## src/rtl/uart_rx_fsm.sv

```systemverilog
// Control FSM for the UART receiver: tracks oversample and bit counters,
// gates sampler/deserializer/checkers and flags the frame verdict.
module uart_rx_fsm #(
    parameter int PRESCALE_W = 6,
    parameter int DATA_WIDTH = 8,
    parameter int BIT_CNT_W  = 4
) (
    input  logic                  CLK,
    input  logic                  RST,
    input  logic                  RX_IN,
    input  logic [PRESCALE_W-1:0] Prescale,
    input  logic                  PAR_EN,
    input  logic                  strt_glitch,
    input  logic                  par_err,
    input  logic                  stp_err,
    output logic [PRESCALE_W-1:0] edge_cnt,
    output logic [BIT_CNT_W-1:0]  bit_cnt,
    output logic                  dat_samp_en,
    output logic                  deser_en,
    output logic                  strt_chk_en,
    output logic                  par_chk_en,
    output logic                  stp_chk_en,
    output logic                  data_valid,
    output logic                  par_error,
    output logic                  stop_error
);

    typedef enum logic [2:0] {
        S_IDLE,
        S_START,
        S_DATA,
        S_PARITY,
        S_STOP
    } state_t;

    localparam logic [PRESCALE_W-1:0] EDGE_ONE = PRESCALE_W'(1);
    localparam logic [BIT_CNT_W-1:0]  BIT_ONE  = BIT_CNT_W'(1);
    localparam logic [BIT_CNT_W-1:0]  LAST_BIT = BIT_CNT_W'(DATA_WIDTH - 1);

    state_t                 state_q, state_d;
    logic [PRESCALE_W-1:0]  edge_q, edge_d;
    logic [BIT_CNT_W-1:0]   bit_q, bit_d;
    logic                   flag_q, flag_d;
    logic                   dv_q, dv_d;
    logic                   pe_q, pe_d;
    logic                   se_q, se_d;
    logic                   bit_end;

    assign bit_end = (edge_q == (Prescale - EDGE_ONE));

    always_ff @(posedge CLK or posedge RST) begin
        if (RST) begin
            state_q <= S_IDLE;
            edge_q  <= '0;
            bit_q   <= '0;
            flag_q  <= 1'b0;
            dv_q    <= 1'b0;
            pe_q    <= 1'b0;
            se_q    <= 1'b0;
        end else begin
            state_q <= state_d;
            edge_q  <= edge_d;
            bit_q   <= bit_d;
            flag_q  <= flag_d;
            dv_q    <= dv_d;
            pe_q    <= pe_d;
            se_q    <= se_d;
        end
    end

    always_comb begin
        state_d     = state_q;
        edge_d      = edge_q;
        bit_d       = bit_q;
        flag_d      = flag_q;
        dv_d        = 1'b0;
        pe_d        = 1'b0;
        se_d        = 1'b0;
        deser_en    = 1'b0;
        strt_chk_en = 1'b0;
        par_chk_en  = 1'b0;
        stp_chk_en  = 1'b0;
        dat_samp_en = (state_q != S_IDLE);

        // Every state transition out of a bit happens at bit end, so the
        // wrap below also realigns edge_cnt on each state change.
        if (state_q == S_IDLE) begin
            edge_d = '0;
        end else begin
            edge_d = bit_end ? '0 : edge_q + EDGE_ONE;
        end

        case (state_q)
            S_IDLE: begin
                if (!RX_IN) begin
                    state_d = S_START;
                end
            end
            S_START: begin
                if (bit_end) begin
                    strt_chk_en = 1'b1;
                    if (strt_glitch) begin
                        state_d = S_IDLE;
                    end else begin
                        state_d = S_DATA;
                        bit_d   = '0;
                    end
                end
            end
            S_DATA: begin
                if (bit_end) begin
                    deser_en = 1'b1;
                    if (bit_q == LAST_BIT) begin
                        bit_d   = '0;
                        state_d = PAR_EN ? S_PARITY : S_STOP;
                    end else begin
                        bit_d = bit_q + BIT_ONE;
                    end
                end
            end
            S_PARITY: begin
                if (bit_end) begin
                    par_chk_en = 1'b1;
                    flag_d     = par_err;
                    state_d    = S_STOP;
                end
            end
            S_STOP: begin
                if (bit_end) begin
                    stp_chk_en = 1'b1;
                    state_d    = S_IDLE;
                    // A parity failure takes precedence over a stop failure.
                    dv_d       = !flag_q && !stp_err;
                    pe_d       = flag_q;
                    se_d       = stp_err && !flag_q;
                    flag_d     = 1'b0;
                end
            end
            default: begin
                state_d = S_IDLE;
            end
        endcase
    end

    assign edge_cnt   = edge_q;
    assign bit_cnt    = bit_q;
    assign data_valid = dv_q;
    assign par_error  = pe_q;
    assign stop_error = se_q;

endmodule

```

## config.mk

```make
export PLATFORM = sky130hd
export DESIGN_NAME = uart_rx_fsm
export DESIGN_NICKNAME = d
export VERILOG_FILES = /design/src/rtl/uart_rx_fsm.sv
export SDC_FILE = /design/constraint.sdc
export NUM_CORES = 1
export LEC_CHECK = 0
export CORE_MARGIN = 3
export CORE_UTILIZATION = 50
export CTS_BUF_LIST = sky130_fd_sc_hd__clkbuf_4 sky130_fd_sc_hd__clkbuf_8
export DETAILED_ROUTE_END_ITERATION = 12
export PLACE_DENSITY_LB_ADDON = 0.08
export RECOVER_POWER = 50
export SLEW_MARGIN = 0
export SYNTH_ARGS = -nofsm -noshare
export SYNTH_HDL_FRONTEND = slang
export SYNTH_SLANG_ARGS = --single-unit
export TNS_END_PERCENT = 1
```

## constraint.sdc

```tcl
create_clock -name CLK -period 4.85 [get_ports CLK]
set_input_delay 0.97 -clock CLK [delete_from_list [all_inputs] [get_ports CLK]]
set_output_delay 0.97 -clock CLK [all_outputs]
set_load 0.02 [all_outputs]
```

== After elaboration in Yosys (flattened, before gate mapping) ==
Cells that the tools add are included.
Widths: inputs -> output; s select.

* Bits in registers: 17
* Bits of input ports: 13
* Output and inout bits: 18

* Multiplexer cells: 30
* Eq/ne operators: 13
* Reduce and logical (&&, ||, !) cells: 11
* $add $sub $neg: 3

{| class="wikitable"
|+ Operator list
! operator !! count
|-
| $mux 3 || 7
|-
| $mux 4 || 4
|-
| $pmux 3 s5 || 1
|-
| $ne 2x2->1 const B || 7
|-
| $mux 1 || 13
|-
| $mux 6 || 2
|-
| $pmux 4 s2 || 1
|-
| $add 6x1->6 const B || 1
|-
| $eq 3x2->1 const B || 2
|-
| $eq 6x6->1 || 1
|-
| $reduce_and 6->1 || 1
|-
| $sub 6x1->6 const B || 1
|-
| $add 4x1->4 const B || 1
|-
| $eq 4x3->1 const B || 1
|-
| $reduce_and 4->1 || 1
|-
| $reduce_bool 2->1 || 2
|-
| $eq 3x1->1 const B || 1
|-
| $eq 3x3->1 const B || 1
|-
| $logic_not 3->1 || 1
|-
| $reduce_and 3->1 || 1
|-
| $reduce_bool 3->1 || 1
|-
| $logic_and 1x1->1 || 2
|-
| $logic_not 1->1 || 2
|-
| $mux 2 || 1
|-
| $pmux 1 s2 || 1
|}

== Depth between registers and ports, before layout ==
* Depth after elaboration: 4
* Gate-level depth with buffers: 9
* Depth with buffers taken out: 7

== Worst setup path before layout ==
Ideal clock, no wire load.

* Path kind: input to output
* Start point: in Prescale[0]
* End point: out strt_chk_en
* Arrival time: 2912 ps
* Required time: 3880 ps
* Stages: 8
* Setup slack: 968 ps
* Buffers on the path: 1
* Cell sequence: inv_1 -> ha_1 -> or3b_1 -> a211oi_2 -> and4_4 -> nand2b_2 -> buf_6 -> nor4_1

* Word-level cells in the longest chain between the ends: 4

{| class="wikitable"
|+ RTL lines
! element !! RTL line !! RTL
|-
| start, declared || 11 || <nowiki>input logic [PRESCALE_W-1:0] Prescale,</nowiki>
|-
| $sub 6x1->6 || 49 || <nowiki>assign bit_end = (edge_q == (Prescale - EDGE_ONE));</nowiki>
|-
| $eq 6x6->1 || 49 ||
|-
| $mux 1 || 100 || <nowiki>if (bit_end) begin</nowiki>
|-
| $mux 1 || 93 || <nowiki>case (state_q)</nowiki>
|-
| end, declared || 20 || <nowiki>output logic strt_chk_en,</nowiki>
|}

No other way between the ends.

== Worst setup path in the final report ==
Same ends and word-level chain as after synthesis.

==> impl_metrics.csv <==
group,metric,value,unit
power_and_ir_drop,ir_drop,0.000264,V
routing,firstDrtPassIters,4,
clocking,cts-buffers-inserted,3,
yosys,synth_area,1090,µm²
setup_path,critPathBufInv,3,
yosys,avgSynthCellArea,9.66,µm²
grt,grt_pass1_wl,4350,µm
setup_path,cp_max_fo,9,
place,io_buffers,30,
clocking,clk_pin_slew_worst_paths,110,ps
final_layout,fillers,168,
floorplan,ios,31,
timing,slew_headroom,0.465,
timing,finalHoldViolCount,0,
routing,drcViolationCount,0,
final_layout,antennaDiodeCount,0,
timing,slew_violations,0,
clocking,clock_tree.buffer_depth,2,
clocking,cts_hold_buf,0,
routing,wl_per_cell,14.8,µm
floorplan,rows,16,
grt,grt_pass1_vias,988,
place,dp_hpwl,1900,µm
yosys,seq_area_frac_synth,0.390,
outcome,status,"complete, no violations",
setup_path,worstPathArrival,3690,ps
setup_path,path_delay_family,"buffers and inverters",
routing,wirelength,2520,µm
grt,grt_usage,0.211,
clocking,clock_latency,300,ps
yosys,async_flop_share,1.00,
worst_hold_path,hp-class,"flop to flop",
power_and_ir_drop,powerDensity,409,nW/µm²
timing,rsz0062_at_grt,"no",
setup_path,required,3880,ps
timing,period_minus_slack,4660,ps
yosys,synth_warnings,0,
yosys,synth_edf_count,0,
timing,timing_worst_slew_pin_value,796,ps
yosys,synthTopCellsByArea,"dfrtp_1 39%, nor3_1 5.0%, xnor2_1 4.8%, xor2_1 4.0%, ha_1 3.4%",
routing,drtIter0Drc,37,
setup_path,start_kind,"primary input",
routing,postRouteAntennaNets,0,
setup_path,max_stage_delay,650,ps
setup_path,path_cells,"clkdlybuf4s50_1 -> inv_1 -> ha_1 -> or3b_1 -> a211oi_2 -> and4_4 -> nand2b_2 -> nor4_1 -> clkdlybuf4s50_1",
setup_path,cp_common_cell,"clkdlybuf4s50_1",
setup_path,worstSetupEndpointType,"output port",
floorplan,die_h,52.7,µm
setup_path,slowest_stage,"clkdlybuf4s50_1",
clocking,post_cts_buffers,0,
yosys,netlist.area_leader.share,0.390,
final_layout,layout-drive-gt1-share,0.0839,
place,placedCellCount,166,
yosys,ys_top_cells_by_count,"17 x dfrtp_1, 11 x nor3_1, 9 x inv_1",
floorplan,dieArea,2780,µm²
yosys,yosysMostFrequentCell,"dfrtp_1",
timing,timing.setup.tns,0,ps
final_layout,fin_cells,170,
floorplan,core_area,2020,µm²
clocking,cts-root-buf,"clkbuf_4",
run,maxCapViolations,0,
grt,overflow,0,
final_layout,layout-area-overhead-vs-synth,31.1,%
yosys,ys.flop_type,"dfrtp_1",
power_and_ir_drop,leakagePower,0.577,nW
routing,routed_via_density,5.92,
timing,postLayoutSetupSlackWorst,187,ps
floorplan,start_util,0.540,
clocking,cts_tree,"built",
timing,period_share,0.961,
final_layout,nNetsFinal,160,
grt,antenna_found_initial,0,
timing,hold_slack,524,ps
yosys,syn-num-nets,129,
yosys,synth_cells,113,
setup_path,path_class,"primary input to output port",
place,pre_cts_ws,215,ps
floorplan,die_w,52.7,µm
grt,grt_max_degree,18,
setup_path,rrSetupSlack,2960,ps
clocking,cts_resized,0,
yosys,synthDistinctLibCells,45,
clocking,cts_sinks,17,
routing,vias,1006,
yosys,ys_seq_elements,17,
clocking,cts_htree_levels,1,
timing,fmax,214,MHz
timing,setup_viol,0,
yosys,yosys.area.top_type,"dfrtp_1",
timing,finClkSkew,3.01,ps
place,place.gp.congestion,0.889,
-- layer usage --
metal	wire (µm)	part of all wire	GRT usage
met2	1190	0.47	0.341
met4	56	0.022	0.115
met5	0	0	0
met3	197	0.078	0.0399
met1	1070	0.43	0.262
-- where the power goes --
group          switching (mW)  total (mW)  internal (mW)
clock network          0.0497      0.0805         0.0308
registers              0.0495       0.226          0.176
logic                   0.143       0.279          0.136
-- sequential cells by signal (all words and copies together) (netlist names) --
signal / cells
par_error: 1
edge_cnt: 6
stop_error: 1
flag_q: 1
state_q: 3
bit_cnt: 4
data_valid: 1
-- area by class of cell --
class,count,area [µm²],area share
Clock inverter,1,5.00,0.00350
Multi-Input combinational cell,83,609,0.426
Sequential cell,17,425,0.297
Tap cell,27,33.8,0.0236
Inverter,9,33.8,0.0236
Timing Repair Buffer,30,300,0.210
Clock buffer,3,22.5,0.0157
-- cells by family after synthesis --
kind of cell	count (synthesis)	share of synthesized area
muxes	1	0.0103
buffers and inverters	13	0.0516
adders and majority gates	3	0.0344
AOI/OAI and AO/OA	23	0.163
DFF	17	0.390
and+or+nand+nor	45	0.263
xor gates and xnor gates	11	0.0883
-- cells in the final DEF (no fill, tap or decap), types with 2 or more instances in the layout --
cell	count
ha_1	3
dfrtp_1	17
a21oi_1	5
nand3b_1	2
or3_1	2
inv_1	9
nor4_1	3
xnor2_1	6
dlygate4sd3_1	10
and3_1	2
xor2_1	5
clkbuf_4	3
nor3_1	11
o41ai_1	2
nand3_1	2
a32o_1	2
nor3b_1	2
o211ai_1	3
nand2b_1	2
nor2_1	4
clkdlybuf4s50_1	20
nand2_1	3
-- worst register-to-register path, delay by kind of cell, from the launching register on --
family | cells | cell delay (ps)
XOR/XNOR | 1 | 200
AND/OR/NAND/NOR | 3 | 790
multiplexers | 1 | 340
flip-flops | 1 | 440
-- through the flow --
step / utilization / instance area, µm² / power [mW]
finish: 0.707 / 1430 / 0.585
global route: 0.707 / 1430 / 0.624
CTS: 0.707 / 1430 / 0.595
detailed placement: 0.694 / 1400 / 0.514
global placement: 0.694 / 1400 / 0.508
floorplan: - / 1090 / 0.404
-- path summary, 6_finish.rpt --
kind	to	start	depth (start not counted)
max	strt_chk_en	Prescale[0]	9
min	data_valid	flag_q	1
max reg2reg	bit_cnt[0]	edge_cnt[5]	5
min reg2reg	data_valid	flag_q	1
max in group asynchronous	bit_cnt[1]	RST	2
min in group asynchronous	data_valid	RST	2
Note: power is estimated with default switching activity, not from simulation.
